[src/rtl/rv16_fetch_queue.sv]
// In-order instruction fetch queue: issues memory requests, buffers returned words with their PCs,
// and feeds decode; redirects and flushes squash both queued and in-flight fetches.
module rv16_fetch_queue #(
  parameter int              XLEN            = 32,
  parameter int              ILEN            = 32,
  parameter int              DEPTH           = 4,
  parameter int              MAX_OUTSTANDING = 2,
  parameter logic [XLEN-1:0] RESET_PC        = '0
) (
  input  logic                     clk,
  input  logic                     rst_n,
  output logic                     o_imem_req,
  output logic [XLEN-1:0]          o_imem_addr,
  input  logic                     i_imem_gnt,
  input  logic                     i_imem_rvalid,
  input  logic [ILEN-1:0]          i_imem_rdata,
  input  logic                     i_redirect,
  input  logic [XLEN-1:0]          i_redirect_pc,
  input  logic                     i_flush,
  input  logic                     i_stall,
  output logic                     o_fetch_valid,
  output logic [ILEN-1:0]          o_fetch_data,
  output logic [XLEN-1:0]          o_fetch_pc,
  output logic [$clog2(DEPTH):0]   o_count,
  output logic                     o_full,
  output logic                     o_empty
);

  localparam int AW = $clog2(DEPTH);
  localparam int CW = AW + 1;
  localparam int SW = CW + 2;
  localparam logic [XLEN-1:0] STEP       = XLEN'(ILEN / 8);
  localparam logic [XLEN-1:0] ALIGN_MASK = ~(STEP - XLEN'(1));

  logic [ILEN-1:0] mem_data_r [DEPTH];
  logic [XLEN-1:0] mem_pc_r   [DEPTH];
  logic [AW-1:0]   rd_ptr_r, wr_ptr_r, rd_ptr_s, wr_ptr_s;
  logic [CW-1:0]   count_r, outstanding_r, discard_r;
  logic [CW-1:0]   count_s, outstanding_s, discard_s;
  logic [XLEN-1:0] fpc_r, wr_pc_r, raw_target_s, target_s;
  logic            fetch_valid_r;
  logic [ILEN-1:0] fetch_data_r, head_data_s;
  logic [XLEN-1:0] fetch_pc_r, head_pc_s;
  logic [SW-1:0]   inflight_s, occupancy_s;
  logic            kill_s, req_s, accept_s, drop_s, retire_s, push_s, pop_s;

  // Request gating, response routing and next-state counters
  always_comb begin
    kill_s        = i_redirect || i_flush;
    inflight_s    = SW'(outstanding_r) + SW'(discard_r);
    occupancy_s   = inflight_s + SW'(count_r);
    req_s         = rst_n && !kill_s && (occupancy_s < SW'(DEPTH))
                    && (inflight_s < SW'(MAX_OUTSTANDING));
    accept_s      = req_s && i_imem_gnt;
    // Squashed requests drain first; they are always the oldest in flight.
    drop_s        = i_imem_rvalid && (discard_r != CW'(0));
    retire_s      = i_imem_rvalid && (discard_r == CW'(0)) && (outstanding_r != CW'(0));
    push_s        = retire_s && !kill_s;
    pop_s         = fetch_valid_r && !i_stall && !kill_s;
    outstanding_s = outstanding_r + CW'(accept_s) - CW'(retire_s);
    discard_s     = discard_r - CW'(drop_s);
    count_s       = count_r + CW'(push_s) - CW'(pop_s);
    rd_ptr_s      = rd_ptr_r + AW'(pop_s);
    wr_ptr_s      = wr_ptr_r + AW'(push_s);
    if (push_s && (rd_ptr_s == wr_ptr_r)) begin
      head_data_s = i_imem_rdata;
      head_pc_s   = wr_pc_r;
    end else begin
      head_data_s = mem_data_r[rd_ptr_s];
      head_pc_s   = mem_pc_r[rd_ptr_s];
    end
    if (i_redirect) begin
      raw_target_s = i_redirect_pc;
    end else if (count_r != CW'(0)) begin
      raw_target_s = fetch_pc_r;
    end else begin
      raw_target_s = wr_pc_r;
    end
    target_s = raw_target_s & ALIGN_MASK;
  end

  // Queue storage
  always_ff @(posedge clk) begin
    if (rst_n && push_s) begin
      mem_data_r[wr_ptr_r] <= i_imem_rdata;
      mem_pc_r[wr_ptr_r]   <= wr_pc_r;
    end
  end

  // Control state and registered head
  always_ff @(posedge clk) begin
    if (!rst_n) begin
      rd_ptr_r      <= AW'(0);
      wr_ptr_r      <= AW'(0);
      count_r       <= CW'(0);
      outstanding_r <= CW'(0);
      discard_r     <= CW'(0);
      fpc_r         <= RESET_PC;
      wr_pc_r       <= RESET_PC;
      fetch_valid_r <= 1'b0;
      fetch_data_r  <= ILEN'(0);
      fetch_pc_r    <= XLEN'(0);
    end else if (kill_s) begin
      rd_ptr_r      <= AW'(0);
      wr_ptr_r      <= AW'(0);
      count_r       <= CW'(0);
      outstanding_r <= CW'(0);
      discard_r     <= discard_s + outstanding_s;
      fpc_r         <= target_s;
      wr_pc_r       <= target_s;
      fetch_valid_r <= 1'b0;
    end else begin
      rd_ptr_r      <= rd_ptr_s;
      wr_ptr_r      <= wr_ptr_s;
      count_r       <= count_s;
      outstanding_r <= outstanding_s;
      discard_r     <= discard_s;
      if (accept_s) fpc_r <= fpc_r + STEP;
      if (push_s) wr_pc_r <= wr_pc_r + STEP;
      fetch_valid_r <= (count_s != CW'(0));
      if (count_s != CW'(0)) begin
        fetch_data_r <= head_data_s;
        fetch_pc_r   <= head_pc_s;
      end
    end
  end

  assign o_imem_req    = req_s;
  assign o_imem_addr   = fpc_r;
  assign o_fetch_valid = fetch_valid_r;
  assign o_fetch_data  = fetch_data_r;
  assign o_fetch_pc    = fetch_pc_r;
  assign o_count       = count_r;
  assign o_full        = (count_r == CW'(DEPTH));
  assign o_empty       = (count_r == CW'(0));

endmodule
[config.mk]
export PLATFORM = sky130hd
export DESIGN_NAME = rv16_fetch_queue
export DESIGN_NICKNAME = d
export VERILOG_FILES = /design/src/rtl/rv16_fetch_queue.sv
export SDC_FILE = /design/constraint.sdc
export NUM_CORES = 1
export LEC_CHECK = 0
export CORE_ASPECT_RATIO = 1.2
export CORE_MARGIN = 4
export CORE_UTILIZATION = 52
export CTS_CLUSTER_SIZE = 28
export DETAILED_ROUTE_END_ITERATION = 10
export PLACE_DENSITY = 0.85
export SYNTH_ARGS = -nofsm -noshare
export SYNTH_HDL_FRONTEND = slang
export SYNTH_SLANG_ARGS = --single-unit
[constraint.sdc]
create_clock -name clk -period 8.2 [get_ports clk]
set_input_delay 1.64 -clock clk [delete_from_list [all_inputs] [get_ports clk]]
set_output_delay 1.64 -clock clk [all_outputs]
set_load 0.02 [all_outputs]
After elaboration in Yosys (flattened, before gate mapping)
Memories as Yosys holds them, arrays and structs flattened. A register that Yosys moved wholly into a read port is not among the register bits. Cells that the tools add are included.

Flip-flop bits (word level): 78. Memory bits (writable): 256. Output and inout bits: 103. Word-level logic and storage cells: 64. Input bits: 71. Memories: 2.

Memory list: mem_data_r (depth 4, bits a word 32, read ports 1, clocked after Yosys merged registers in 1, write ports 1, line 35) `logic [ILEN-1:0] mem_data_r [DEPTH];`; mem_pc_r (depth 4, bits a word 32, read ports 1, clocked after Yosys merged registers in 1, write ports 1, line 36) `logic [XLEN-1:0] mem_pc_r [DEPTH];`.

Multiplexer cells: 9. $add $sub $neg: 12. Reductions and logical operators: 26. Bitwise logic cells: 2. Equality and inequality tests: 1. $lt $le $gt $ge: 2.

Operators with widths (number): $mux 32 (6); $add 32x3->32 const B (2); $reduce_bool 3->1 (4); $logic_and 1x1->1 (11); $sub 3x1->3 (3); $add 3x1->3 (2); $logic_not 3->1 (2); $add 4x3->5 (1); $lt 5x3->1 const B (1); $add 2x1->2 (2); $add 3x3->4 (1); $logic_not 1->1 (4); $lt 4x2->1 const B (1); $reduce_bool 2->1 (2); $add 3x3->3 (1); $eq 3x3->1 const B (1); $mux 3 (1); $mux 1 (2); $not 1->1 (2); $reduce_and 2->1 (1); $reduce_or 2->1 (1); $logic_or 1x1->1 (1).

Longest topological paths before layout
Gate-level depths: netlist of run 1.

Word-level depth: 10. Gate-level depth with buffers: 19. Mapped depth without buffers: 18.

Least setup slack after synthesis of run 1
OpenSTA, ideal clock, no wires.

Path type: input -> register. Start: input i_imem_rvalid. End: memory mem_data_r[2][0] (enable). Stages: 6. Arrival: 7.137 ns. Data required time: 7.629 ns. Library setup time: 0.571 ns. Buffers on the path: 1. Slack: 0.492 ns. Cells stage by stage: nor4b_4 > nand2_4 > clkinv_1 > buf_1 > nand2_1 > nor3b_1.

Longest elaborated chain between the ends: 6.

Ends and longest elaborated chain: from (decl) (line 15) `input logic i_imem_rvalid,`; $logic_and 1x1->1 (2 in series) (line 57) `retire_s = i_imem_rvalid && (discard_r == CW'(0)) && (outstanding_r != CW'(0));`; $logic_and 1x1->1 (line 58) `push_s = retire_s && !kill_s;`; $logic_and 1x1->1 (line 84) `if (rst_n && push_s) begin`; $mux 1 (line 84); $mux 1 (not written as such) (line 85) `mem_data_r[wr_ptr_r] <= i_imem_rdata;`; to (decl) (line 35).

No other way between the ends.

Worst setup path in the final report of run 1
Start: input i_flush. End: register fetch_data_r[16], in the netlist o_fetch_data[16], read port of mem_data_r.

Longest elaborated chain between the ends: 7.

Ends and longest elaborated chain: from (decl) (line 19) `input logic i_flush,`; $logic_or 1x1->1 (*) (line 49) `kill_s = i_redirect || i_flush;`; $logic_not 1->1 (line 58, 59); $logic_and 1x1->1 (line 58); $add 3x1->3 (line 62) `count_s = count_r + CW'(push_s) - CW'(pop_s);`; $sub 3x1->3 (line 62); $reduce_bool 3->1 (line 121) `if (count_s != CW'(0)) begin`; $reduce_and 2->1 (no line); to (decl) (line 42) `logic [ILEN-1:0] fetch_data_r, head_data_s;`.

Every way passes the cells marked *; elsewhere a longest branch is shown, timed or not. A chain may end at the register's enable or synchronous reset.

==> flow_summary.yaml, run 1 <==
hold_path:
  hold_depth: 2
  hold_path.class: "reg -> reg"
timing:
  period_share_pct: 68.9
  whs_ns: 0.529
  setup_viol: 0
  finalWorstSetupSlack_ns: 2.55
  period_needed_ns: 5.65
  final.setup_skew_ns: 0.0271
  tns_ns: 0
  rsz0062_at_grt: "false"
  relSlewSlack_pct: 25.9
  final_hold_viol_count: 0
  tightestPinTransition_ns: 1.11
  clock.fmax_ghz: 0.177
  finalMaxSlewViolations: 0
synth:
  synth_cell_types: 70
  ys_async_sr_fraction_pct: 0
  synth_edf_count: 248
  avgSynthCellArea_um2: 13.4
  synth-main-ff-cell: "edfxtp_1"
  synth_seq_cells: 384
  synth_seq_area_share_pct: 59.5
  syn-instance-count: 1279
  syn_area_mm2: 0.0171
  yosys_warnings: 0
routing:
  drt_iter0_markers: 1320
  viasPerCell: 6.37
  remaining_drc_errors: 0
  dr.pass1.iters: 5
  vias: 11819
  drt_wl_total_um: 43000
  ant_nets: 0
  routedWlPerCell_um: 23.2
placed_design:
  gp_congestion: 0.911
  numPortBuffers: 167
  pre_cts_ws_ns: 2.05
  hpwlAfterDp_um: 27100
setup_path:
  crit_type: "in -> reg"
  path_buf_inv: 3
  arrival_ns: 6.04
  reg2reg_depth: 17
  max_stage_delay_ns: 0.76
  endpoint_kind: "flip-flop"
  start_kind: "primary input"
  path_max_fanout: 64
  cpLargestDelayFamily: "buffers and inverters"
  slowest_stage: "buf_4"
  path_cells: "clkdlybuf4s50_1 -> or2_2 -> nor3b_1 -> ha_4 -> xor2_4 -> buf_4 -> nand2_1 -> a2111oi_4 -> buf_12 -> mux2i_1 -> a21oi_1"
  worst-path-stages: 11
  required_ns: 8.59
cells_and_area:
  drive_above_1_share_pct: 14.9
  diodes: 0
  area_growth_pct: 18.5
  nNetsFinal: 1508
  nFillCells: 2334
  fin_util_pct: 62.7
floorplan:
  core_mm2: 0.0323
  fp.dieH_um: 207
  start_util_pct: 52.9
  die_w_um: 174
  dieArea_mm2: 0.0359
  ioPinCount: 174
  rows: 72
clock_tree:
  clk_latency_ns: 0.54
  ctsResizeCount: 0
  clkSinkCount: 384
  cts_made_buffers: 39
  cts_setup_buffers: 0
  cts_hold_buf: 0
  cts_root_buf: "clkbuf_16"
  htree_levels: 2
  clk_pin_slew_ns: 0.06
  cts_buffer_depth: 3
  cts_tree: "done"
grt:
  grt_first_pass_wirelength_um: 66900
  grt.overflow.total: 0
  grt_max_degree: 65
  grt_use_total_pct: 23.4
  antenna_found_initial: 0
  first_global_vias: 11884
job:
  maxCapViolations: 0
power:
  ir_worst_vdd_mv: 0.124
  pwr_density_cell_mw_per_mm2: 203
  p_leak_nw: 6.81
  finalPower_mw: 4.12
status:
  status: "completed"
cell usage after synthesis, types with 3 or more instances:
cell type | instances | area share, %
o221ai_1 | 5 | 0.26
dfxtp_1 | 136 | 16
o31ai_1 | 21 | 0.92
ha_1 | 16 | 1.2
xnor2_1 | 7 | 0.36
fa_1 | 4 | 0.47
nand4_1 | 23 | 0.84
nor3b_1 | 9 | 0.40
a31o_2 | 8 | 0.41
and2_1 | 11 | 0.40
o21ai_0 | 103 | 3.0
nor4_1 | 9 | 0.33
a21o_1 | 5 | 0.22
o31a_1 | 7 | 0.36
buf_2 | 12 | 0.35
nor2_1 | 47 | 1.0
buf_4 | 14 | 0.61
a21oi_2 | 26 | 1.3
xor2_1 | 4 | 0.20
o221a_2 | 20 | 1.3
nand3_1 | 25 | 0.73
mux4_2 | 62 | 8.2
or3_1 | 3 | 0.11
mux2i_1 | 93 | 5.4
a21oi_1 | 82 | 2.4
o21a_1 | 14 | 0.61
and3_1 | 15 | 0.55
clkbuf_1 | 49 | 1.1
a311oi_1 | 9 | 0.46
buf_1 | 8 | 0.18
a211oi_1 | 4 | 0.18
nor3_1 | 20 | 0.59
inv_1 | 28 | 0.61
o311ai_0 | 3 | 0.15
a31oi_1 | 19 | 0.70
nand2_1 | 54 | 1.2
buf_12 | 6 | 0.70
or2_2 | 3 | 0.11
edfxtp_1 | 248 | 44
and4_1 | 11 | 0.56
cell type report:
cell class,instances,area [um^2],area share [%]
clock buffers,57,1160,5.71
flip-flops and latches,384,10200,50.2
clock inverters,14,98.8,0.488
repair buffers,186,1860,9.16
well taps,407,509,2.51
multi-input cells,777,6370,31.4
inverters,29,109,0.537
sequential cells by signal, indices dropped and copies added, names as in the netlist:
register / count
discard_r: 3
mem_data_r: 128
mem_pc_r: 120
o_count: 3
o_fetch_data: 32
o_fetch_pc: 30
o_fetch_valid: 1
o_imem_addr: 30
outstanding_r: 3
rd_ptr_r: 2
wr_pc_r: 30
wr_ptr_r: 2
kinds of logic (layout without fill, tap and decap cells):
logic type	Yosys count	in the layout	synth area share, %
xor+xnor	11	11	0.563
fa+ha+maj	20	20	1.64
flops	384	384	59.5
mux	155	155	13.6
other cells	1	4	0.0219
simple gates	243	243	7.67
buf+inv	121	286	3.72
compound gates	344	344	13.3
worst paths after layout:
kind,start,to,slack [ns]
setup reg to reg,discard_r[0]$_SDFF_PN0_,discard_r[2]$_SDFF_PN0_,3.20
setup / recovery,i_flush,o_fetch_data[16]$_SDFFE_PN0P_,2.55
hold / removal,o_imem_addr[22]$_SDFFE_PN0P_,o_imem_addr[22]$_SDFFE_PN0P_,0.53
hold reg to reg,o_imem_addr[22]$_SDFFE_PN0P_,o_imem_addr[22]$_SDFFE_PN0P_,0.53
metrics by stage:
stage | cell area (um^2) | std cells
after global routing | 20300 | 1854
after floorplan | 17100 | 1282
after CTS | 20300 | 1854
after detailed placement | 19000 | 1783
after global placement | 19000 | 1783
final | 20300 | 1854
worst reg2reg max path: stages (launching register included):
cell and delay, ns:
dfxtp_1 0.45, ha_1 0.22, inv_1 0.06, fa_1 0.41, xnor2_1 0.15, ha_1 0.27
nor3b_1 0.32, nand4_1 0.23, nor2_2 0.39, inv_1 0.35, ha_1 0.38, inv_1 0.04
ha_1 0.18, fa_1 0.48, fa_1 0.45, xor2_1 0.19, o21ai_0 0.15, nor3b_1 0.19
routing by layer:
metal	vias up	track usage [%]	part of all wire [%]
met5	-	0	0
met4	0	9.21	3.5
met3	98	4.19	7.9
met2	657	40.2	50
met1	5774	30.1	39
li1	5290	-	-
power by group:
group	switching, mW	internal, mW
Combinational	0.157	0.117
Clock	0.720	1.01
Sequential	0.0419	2.07
Total	0.919	3.20
placed cells by master, fill, tap and decap left out, types with 8 or more instances in the layout:
master           netlist  final
o31ai_1               21     21
nor3_1                20     19
a31o_2                 8      8
nand3_1               25     25
clkbuf_16              0     42
nor2_1                47     46
clkbuf_1              49     10
a21oi_1               82     82
a21oi_2               26     26
clkinv_2               0      9
mux2i_1               93     93
o221a_2               20     20
buf_4                 14     16
a31oi_1               19     18
and2_1                11     11
clkdlybuf4s50_1        0    165
a311oi_1               9      9
nor4_1                 9      9
mux4_2                62     62
edfxtp_1             248    248
o21ai_0              103    103
nand2_1               54     54
dfxtp_1              136    136
o21a_1                14     14
inv_1                 28     28
and4_1                11     10
ha_1                  16     15
and3_1                15     15
nand4_1               23     23
No activity file was read; power rests on OpenSTA's default activity.
==> run 2: changes to the inputs <==
- CORE_UTILIZATION: 52 -> 57
- PLACE_DENSITY: 0.85 -> 0.88
- clock period: 8.2 -> 5.4 ns (I/O delays scaled with it)
==> run 2 against run 1 <==
- hold slack better by 0.0058 ns
- setup slack worse by 1.7 ns
- core utilization up 6.1 points
- sequential cell count unchanged
- largest cell class unchanged
- clock power up 58%
- via count up 1.7%
- die area down 8.4%
- power up 54%
- cell area up 0.43%
- global-route usage up 2.2 points
==> flow_summary.yaml, run 2 (synthesis gave the netlist of run 1 again) <==
clock_tree:
  clkSinkCount: 384
  ctsResizeCount: 0
  cts_buffer_depth: 3
  cts_made_buffers: 38
  cts_hold_buf: 0
  cts_setup_buffers: 0
  cts_root_buf: "clkbuf_16"
  clk_pin_slew_ns: 0.06
  cts_tree: "done"
  clk_latency_ns: 0.53
  htree_levels: 2
grt:
  first_global_vias: 12256
  antenna_found_initial: 0
  grt.overflow.total: 0
  grt_max_degree: 73
  grt_use_total_pct: 25.6
  grt_first_pass_wirelength_um: 67600
placed_design:
  hpwlAfterDp_um: 26100
  numPortBuffers: 167
  gp_congestion: 0.958
setup_path:
  start_kind: "flip-flop"
  path_max_fanout: 13
  max_stage_delay_ns: 0.48
  crit_type: "reg -> reg"
  reg2reg_depth: 17
  required_ns: 5.84
  critPathLaunch: "discard_r[0]$_SDFF_PN0_"
  endpoint_kind: "flip-flop"
  r2r_end: "discard_r[2]$_SDFF_PN0_"
  cp-endpoint: "discard_r[2]$_SDFF_PN0_"
  arrival_ns: 5.04
  path_cells: "ha_1 -> inv_1 -> fa_1 -> xnor2_1 -> ha_1 -> nor3b_1 -> nand4_1 -> nor2_2 -> inv_1 -> ha_1 -> inv_1 -> ha_1 -> fa_1 -> fa_1 -> xor2_1 -> o21ai_0 -> nor3b_1"
  slowest_stage: "fa_1"
  rrSetupSlack_ns: 0.80
  cpMostUsedCell: "ha_1"
  rr_startpoint: "discard_r[0]$_SDFF_PN0_"
routing:
  drt_wl_total_um: 42600
  viasPerCell: 6.54
  ant_nets: 0
  dr.pass1.iters: 6
  vias: 12017
  routedWlPerCell_um: 23.2
  drt_iter0_markers: 1553
  remaining_drc_errors: 0
cells_and_area:
  final_common_cell: "edfxtp_1"
  area_growth_pct: 19.1
  multi_input_area_mm2: 0.00637
  regMostFlops: "mem_data_r"
  seq_area_mm2: 0.0102
  diodes: 0
  nFillCells: 1991
  fin_util_pct: 68.8
  nNetsFinal: 1509
  drive_above_1_share_pct: 14.8
  layout_common_cells: "edfxtp_1, clkdlybuf4s50_1, dfxtp_1"
  largest_reg_flops: 128
timing:
  rsz0062_at_grt: "false"
  final_hold_viol_count: 0
  finalMaxSlewViolations: 0
  tns_ns: 0
  setup_viol: 0
  period_share_pct: 85.2
  clock.fmax_ghz: 0.217
  relSlewSlack_pct: 19.5
  tightestPinTransition_ns: 1.19
  final.setup_skew_ns: 0.0188
  period_needed_ns: 4.60
power:
  pwr_density_cell_mw_per_mm2: 313
  intPower_mw: 4.98
  switchingPower_mw: 1.38
  p_leak_nw: 6.84
  ir_worst_vdd_mv: 0.194
  pwr-share-comb_pct: 6.6
  power_frac_seq_pct: 50.4
  swShare_pct: 21.7
  pwr-share-clk_pct: 43.0
floorplan:
  ioPinCount: 174
  dieArea_mm2: 0.0328
  start_util_pct: 57.7
  rows: 69
  die_w_um: 166
  core_mm2: 0.0296
  fp.dieH_um: 198
job:
  maxCapViolations: 0
status:
  status: "completed"
hold_path:
  hold_path.class: "reg -> reg"
run 2: layer usage:
layer	part of all wire [%]	wire length, um	track usage (%)	vias to the layer above
met5	0	0	0	-
met4	4.2	1810	11.1	0
met3	9.5	4050	4.93	151
met2	48	20500	41.7	728
met1	38	16200	34.1	5840
li1	-	-	-	5298
run 2: how the worst min path moves through the flow:
stage,slack (ns),start,endpoint,cells past startpoint
2_1_floorplan,0.45,wr_pc_r[4]$_SDFFE_PN0P_,mem_pc_r[0][4]$_DFFE_PP_,0
3_3_place_gp,0.51,o_imem_addr[20]$_SDFFE_PN0P_,o_imem_addr[20]$_SDFFE_PN0P_,2
3_5_place_dp,0.52,o_imem_addr[30]$_SDFFE_PN0P_,o_imem_addr[30]$_SDFFE_PN0P_,2
4_1_cts,0.53,o_imem_addr[30]$_SDFFE_PN0P_,o_imem_addr[30]$_SDFFE_PN0P_,2
5_1_grt,0.56,o_imem_addr[30]$_SDFFE_PN0P_,o_imem_addr[30]$_SDFFE_PN0P_,2
6_report,0.54,o_imem_addr[30]$_SDFFE_PN0P_,o_imem_addr[30]$_SDFFE_PN0P_,2
run 2: per-stage QoR:
step	std cells	total power [mW]	instance area, um^2	setup WS (ns)	hold WS (ns)
floorplan	1282	3.51	17100	-1.75	0.455
global placement	1768	3.66	19100	0.681	0.506
detailed placement	1768	3.68	19100	0.497	0.519
CTS	1838	6.40	20400	0.837	0.530
global route	1838	6.57	20400	0.400	0.558
finish	1838	6.37	20400	0.800	0.535
run 2: critical path: cells and delay by family (launching register included):
family	cells	cell delay, ns
buffers and inverters	3	0.34
DFF	1	0.45
AOI/OAI and AO/OA	1	0.16
and+or+nand+nor	4	0.87
adders and majority gates	7	2.34
xor gates and xnor gates	2	0.36
run 2: power groups by stage:
stage                     Clock [mW]  Sequential, mW  Combinational, mW
final                           2.74            3.21              0.421
after global routing            2.90            3.21              0.457
after CTS                       2.77            3.21              0.414
after detailed placement           0            3.27              0.409
after global placement             0            3.27              0.397
after floorplan                    0            3.26              0.245
run 2: final cells by class:
class / count / share of cell area [%]
Sequential cell: 384 / 50.0
Tap cell: 390 / 2.40
Clock buffer: 56 / 5.61
Multi-Input combinational cell: 777 / 31.3
Inverter: 29 / 0.535
Timing Repair Buffer: 188 / 9.38
Clock inverter: 14 / 0.817
